--- src/rtl/ddr_port_arbiter.sv ---
// Two-port round-robin arbiter/sequencer in front of the DDR3 application port.
// One single-beat transaction in flight at a time; sticky flag for lost read returns.
module ddr_port_arbiter #(
    parameter int ADDR_WIDTH = 29,
    parameter int DATA_WIDTH = 256,
    parameter int RD_TIMEOUT = 1023
) (
    input  logic                    clk,
    input  logic                    rst_n,
    input  logic                    I_init_calib_complete,
    input  logic                    p0_req,
    input  logic                    p0_cmd,
    input  logic [ADDR_WIDTH-1:0]   p0_addr,
    input  logic [DATA_WIDTH-1:0]   p0_wr_data,
    input  logic [DATA_WIDTH/8-1:0] p0_wr_mask,
    output logic                    p0_ack,
    output logic                    p0_rd_valid,
    input  logic                    p1_req,
    input  logic                    p1_cmd,
    input  logic [ADDR_WIDTH-1:0]   p1_addr,
    input  logic [DATA_WIDTH-1:0]   p1_wr_data,
    input  logic [DATA_WIDTH/8-1:0] p1_wr_mask,
    output logic                    p1_ack,
    output logic                    p1_rd_valid,
    output logic [DATA_WIDTH-1:0]   O_rd_data,
    input  logic                    I_cmd_ready,
    output logic [2:0]              O_cmd,
    output logic                    O_cmd_en,
    output logic [ADDR_WIDTH-1:0]   O_addr,
    input  logic                    I_wr_data_rdy,
    output logic                    O_wr_data_en,
    output logic                    O_wr_data_end,
    output logic [DATA_WIDTH-1:0]   O_wr_data,
    output logic [DATA_WIDTH/8-1:0] O_wr_data_mask,
    input  logic                    I_rd_data_valid,
    input  logic [DATA_WIDTH-1:0]   I_rd_data,
    output logic                    O_busy,
    output logic                    O_rd_timeout
);

    localparam int CNT_W = $clog2(RD_TIMEOUT + 1);
    localparam logic [CNT_W-1:0] CNT_LAST = CNT_W'(RD_TIMEOUT - 1);

    typedef enum logic [1:0] {IDLE, WR_ISSUE, RD_ISSUE, RD_WAIT} state_t;

    state_t           state, state_nxt;
    logic             grant, last_grant;
    logic [CNT_W-1:0] to_cnt;
    logic             sel_port, sel_cmd;
    logic             load, issue_ack, rd_vld, cnt_clr, cnt_inc, to_set;

    // A lone requester always wins; on a tie the port not served last wins.
    assign sel_port = (p0_req && p1_req) ? ~last_grant : p1_req;
    assign sel_cmd  = sel_port ? p1_cmd : p0_cmd;

    always_comb begin
        state_nxt    = state;
        load         = 1'b0;
        issue_ack    = 1'b0;
        rd_vld       = 1'b0;
        cnt_clr      = 1'b0;
        cnt_inc      = 1'b0;
        to_set       = 1'b0;
        O_cmd_en     = 1'b0;
        O_wr_data_en = 1'b0;
        O_rd_data    = '0;
        case (state)
            IDLE: begin
                if (I_init_calib_complete && (p0_req || p1_req)) begin
                    load      = 1'b1;
                    state_nxt = sel_cmd ? RD_ISSUE : WR_ISSUE;
                end
            end
            WR_ISSUE: begin
                if (!I_init_calib_complete) begin
                    state_nxt = IDLE;
                end else if (I_cmd_ready && I_wr_data_rdy) begin
                    O_cmd_en     = 1'b1;
                    O_wr_data_en = 1'b1;
                    issue_ack    = 1'b1;
                    state_nxt    = IDLE;
                end
            end
            RD_ISSUE: begin
                if (!I_init_calib_complete) begin
                    state_nxt = IDLE;
                end else if (I_cmd_ready) begin
                    O_cmd_en  = 1'b1;
                    issue_ack = 1'b1;
                    cnt_clr   = 1'b1;
                    state_nxt = RD_WAIT;
                end
            end
            RD_WAIT: begin
                O_rd_data = I_rd_data;
                rd_vld    = I_rd_data_valid;
                if (!I_init_calib_complete || I_rd_data_valid) begin
                    state_nxt = IDLE;
                end else if (to_cnt == CNT_LAST) begin
                    to_set    = 1'b1;
                    state_nxt = IDLE;
                end else begin
                    cnt_inc = 1'b1;
                end
            end
            default: state_nxt = IDLE;
        endcase
    end

    assign O_wr_data_end = O_wr_data_en;
    assign p0_ack        = issue_ack & ~grant;
    assign p1_ack        = issue_ack & grant;
    assign p0_rd_valid   = rd_vld & ~grant;
    assign p1_rd_valid   = rd_vld & grant;
    assign O_busy        = (state != IDLE);

    always_ff @(posedge clk or negedge rst_n) begin
        if (!rst_n) begin
            state          <= IDLE;
            grant          <= 1'b0;
            last_grant     <= 1'b1;
            O_cmd          <= '0;
            O_addr         <= '0;
            O_wr_data      <= '0;
            O_wr_data_mask <= '0;
            to_cnt         <= '0;
            O_rd_timeout   <= 1'b0;
        end else begin
            state <= state_nxt;
            if (load) begin
                grant          <= sel_port;
                last_grant     <= sel_port;
                O_addr         <= sel_port ? p1_addr : p0_addr;
                O_cmd          <= {2'b00, sel_cmd};
                O_wr_data      <= sel_port ? p1_wr_data : p0_wr_data;
                O_wr_data_mask <= sel_port ? p1_wr_mask : p0_wr_mask;
            end
            if (cnt_clr) begin
                to_cnt <= '0;
            end else if (cnt_inc) begin
                to_cnt <= to_cnt + CNT_W'(1);
            end
            if (to_set) begin
                O_rd_timeout <= 1'b1;
            end
        end
    end

endmodule
--- config.mk ---
export PLATFORM = sky130hd
export DESIGN_NAME = ddr_port_arbiter
export DESIGN_NICKNAME = d
export VERILOG_FILES = /design/src/rtl/ddr_port_arbiter.sv
export SDC_FILE = /design/constraint.sdc
export NUM_CORES = 1
export LEC_CHECK = 0
export BUFFER_PORTS_ARGS = -buffer_cell sky130_fd_sc_hd__buf_2
export CORE_AREA = 3 3 571 573
export CTS_CLUSTER_SIZE = 28
export DETAILED_ROUTE_END_ITERATION = 10
export DIE_AREA = 0 0 574 576
export PLACE_DENSITY = 0.3
export SKIP_CTS_REPAIR_TIMING = 1
export SLEW_MARGIN = 20
export SYNTH_ARGS = -nofsm -noshare
export SYNTH_HDL_FRONTEND = slang
export SYNTH_SLANG_ARGS = --single-unit
--- constraint.sdc ---
create_clock -name clk -period 2.1 [get_ports clk]
set_clock_uncertainty 0.2 [all_clocks]
set_input_delay 0.63 -clock clk [delete_from_list [all_inputs] [get_ports clk]]
set_output_delay 0.63 -clock clk [all_outputs]
set_load 0.01 [all_outputs]
==> key figures <==
Synth
  – Synth area leaders: dfrtp_1 (48%), mux2i_1 (18%), and2_1 (9.3%)
  – Largest area contributor in the netlist: dfrtp_1
  – Seq cells post-synth: 333
  – Count leader, synth: dfrtp_1
  – Post-synth EDFFs: 0
  – Synth top area share: 0.480
  – Cell Area, Synth: 0.0173 mm²
  – Leading cell types by count after synthesis: dfrtp_1 (332), nand2_1 (327), mux2i_1 (320)
  – Yosys Warn Count: 0
  – Ys flop type: dfrtp_1
  – Cells after synthesis: 1,765
  – Seq/Total Area, Yosys: 0.481
  – Syn_area_per_cell: 9.81 µm²
  – Synth async-reset ratio: 1.00
  – Synth cell types: 40

Clock tree
  – CTS Buf Count: 50
  – Clock sink count: 333
  – TritonCTS clock tree: built
  – # H-tree levels: 2
  – Clock buffer depth: 3
  – Clk slew on worst S/H paths: 0.06 ns
  – Clk root buf: clkbuf_16
  – Latest clock arrival within the worst-skew pair: 0.71 ns

Floorplanning
  – Site row count: 208
  – I/O Pins: 1,485
  – Initial Utilization: 0.0539
  – Die Wd: 574 µm
  – CORE AREA: 0.321 mm²
  – Die ar.: 0.331 mm²
  – Die Height: 576 µm

STA
  – Max Slew Vio Count: 0
  – Worst Max-Slew Pin Slew: 0.498 ns
  – Hold WS: 0.0191 ns
  – Setup TNS Final: -272.94 ns
  – Post-route setup slack: -0.995 ns
  – Tmin final: 3.09 ns
  – Hold Vio Cnt, Final: 0
  – Final Cycle Share: 1.47
  – Unrepaired setup endpoints after global routing: yes
  – Final Setup Violations: 581
  – Slew margin rel.: 0.667
  – FMAX: 323 MHz

Min path
  – Hold Crit Start: p0_wr_mask[8]
  – Worst hold endpoint: O_wr_data_mask[8]
  – Cell depth of the worst hold path: 3
  – Hold Crit Class: primary input to flip-flop

Global route
  – All-Layer GR Usage: 0.126
  – Remaining Overflow, GRT: 0
  – Initial antenna violation count: 300
  – Largest net degree at the start of global routing: 70
  – First-pass GRT wire length: 264,000 µm
  – Vias in the first global route: 21.2k

Power
  – Pwr per Cell Area: 1080 mW/mm²
  – Flop pwr share: 0.287
  – Peak VDD IR: 0.680 mV
  – Comb pwr share: 0.473
  – Psw: 16.3 mW
  – Clock share of power: 0.240
  – Lkg Pwr: 17.3 nW
  – Switch share: 0.423
  – Final Power: 38.7 mW
  – Pint: 22.3 mW

Cells and area
  – Final #Nets: 4,354
  – Layout area overhead: 107%
  – Layout fillers: 37.5k
  – Share of layout cells above drive strength 1: 0.553
  – Post-layout util: 0.112

Detailed routing
  – # DRC: 0
  – Pre-Repair DR Iteration Count: 5
  – Starting DRC count in detailed routing: 1,055
  – WL final: 222,000 µm
  – Via count: 21.6k
  – Vias per cell: 2.74
  – Final ANT Viol Nets: 0
  – Wire per inst: 28.2 µm

Outcome
  – Failing checks: setup timing
  – Status: finished with violations

Placement
  – HPWL after DPL: 200,000 µm
  – Routability cong.: 0.928
  – Input/output buffers: 1,482

Setup path
  – CP endpoint kind: output pin
  – CP Buf/Inv Count: 5
  – Largest delay share family, worst path: buffers and inverters
  – Cell chain of the critical path: buf_6 > ha_4 > buf_12 > buf_16 > clkbuf_16 > and2_4 > buf_6
  – Critical Path Start Type: flip-flop
  – CP peak stage delay: 0.44 ns
  – Worst path depth: 7
  – Crit path kind: flip-flop to output pin
  – CP most frequent cell: buf_6
  – WP data required: 1.27 ns
  – R2R Setup Slk: -0.35 ns
  – RR Startpoint: state[1]
  – Critical path origin: state[1]
  – Crit Path Max Fanout: 8
  – Reg-to-Reg End: to_cnt[8]
  – R2R cell count: 8
  – Data arrival, critical path: 2.26 ns
  – CP max stage cell: dfrtp_2

Flow run
  – Max cap viols: 0
[metrics by stage]
stage / setup WS, ns / cells / instance area (µm²)
2_1_floorplan: -0.0287 / 1766 / 17300
5_1_grt: -1.10 / 7838 / 35800
4_1_cts: -1.36 / 7679 / 32900
6_report: -0.995 / 7882 / 35900
3_3_place_gp: -0.568 / 7585 / 31100
3_5_place_dp: -0.556 / 7585 / 31100
[power by group through the flow]
stage | Clock [mW] | Sequential, mW | Combinational (mW)
floorplan | 0 | 12.3 | 5.45
global placement | 0 | 11.2 | 16.8
detailed placement | 0 | 11.2 | 16.8
CTS | 9.89 | 11.2 | 16.8
global route | 10.0 | 11.5 | 19.7
finish | 9.27 | 11.1 | 18.3
[how the worst max path moves through the flow]
| stage | slack (ns) | to |
|---|---|---|
| floorplan | -0.03 | O_rd_data[100] |
| detailed placement | -0.56 | p0_ack |
| finish | -0.99 | O_rd_data[109] |
| global route | -1.10 | O_rd_data[29] |
| global placement | -0.57 | p0_ack |
| CTS | -1.36 | p0_ack |
[area by class of cell]
cell class,count,area [µm²],area share
repair buffers,1769,11700,0.325
multi-input cells,1288,8520,0.237
flip-flops and latches,333,8340,0.232
well taps,4305,5390,0.150
clock buffers,71,1450,0.0404
clock inverters,23,314,0.00874
diodes,87,218,0.00606
inverters,6,22.5,0.000627
[layout by cell type (no fill, tap or decap), types with 3 or more instances in the layout]
cell / netlist / layout
dfrtp_1: 332 / 331
o21ai_1: 7 / 7
buf_2: 35 / 1334
buf_16: 0 / 3
buf_8: 0 / 6
buf_4: 7 / 128
clkbuf_1: 63 / 9
a21oi_1: 7 / 7
or4_1: 3 / 3
nor2_1: 5 / 5
clkinvlp_4: 0 / 3
nand2_1: 327 / 327
clkbuf_16: 0 / 62
o31ai_1: 3 / 3
and2_4: 0 / 143
nand3_1: 4 / 4
o21ai_0: 318 / 318
diode_2: 0 / 87
buf_12: 0 / 56
or3_1: 3 / 3
clkbuf_4: 0 / 9
bufinv_16: 0 / 5
ha_1: 6 / 3
and2_1: 257 / 114
clkbuf_8: 0 / 12
inv_1: 6 / 4
buf_6: 34 / 136
and3_1: 4 / 3
dlygate4sd3_1: 0 / 85
mux2i_1: 320 / 320
clkinv_2: 0 / 9
[worst register-to-register path: stages, from the launching register on]
cell      delay, ns
dfrtp_2        0.41
buf_6          0.12
ha_4           0.16
buf_6          0.21
buf_12         0.22
and3b_1        0.27
o311ai_2       0.20
or4_1          0.45
a21oi_1        0.16
[per-layer routing]
layer | wire [µm] | track usage | vias to the layer above
met3 | 26900 | 0.0693 | 525
met5 | 1120 | 0 | -
met4 | 7100 | 0.0303 | 170
met1 | 85800 | 0.140 | 10022
li1 | - | - | 9449
met2 | 101000 | 0.208 | 1432
[cell families (layout without fill, tap and decap cells)]
family,count (synthesis),in the layout,synth area share
and+or+nand+nor,614,614,0.175
AOI/OAI and AO/OA,343,343,0.102
DFF,333,333,0.481
muxes,321,321,0.186
buffers and inverters,145,1869,0.0502
adders and majority gates,6,6,0.00433
xor gates and xnor gates,2,2,0.00101
other,1,89,0.000217
[sequential cells by signal, summed over array words and instances (netlist names)]
register and count:
O_wr_data 256, O_wr_data_mask 32, O_addr 29, to_cnt 10, state 2, O_cmd 1
O_rd_timeout 1, grant 1, last_grant 1
Power figures use the tool's default switching activity.
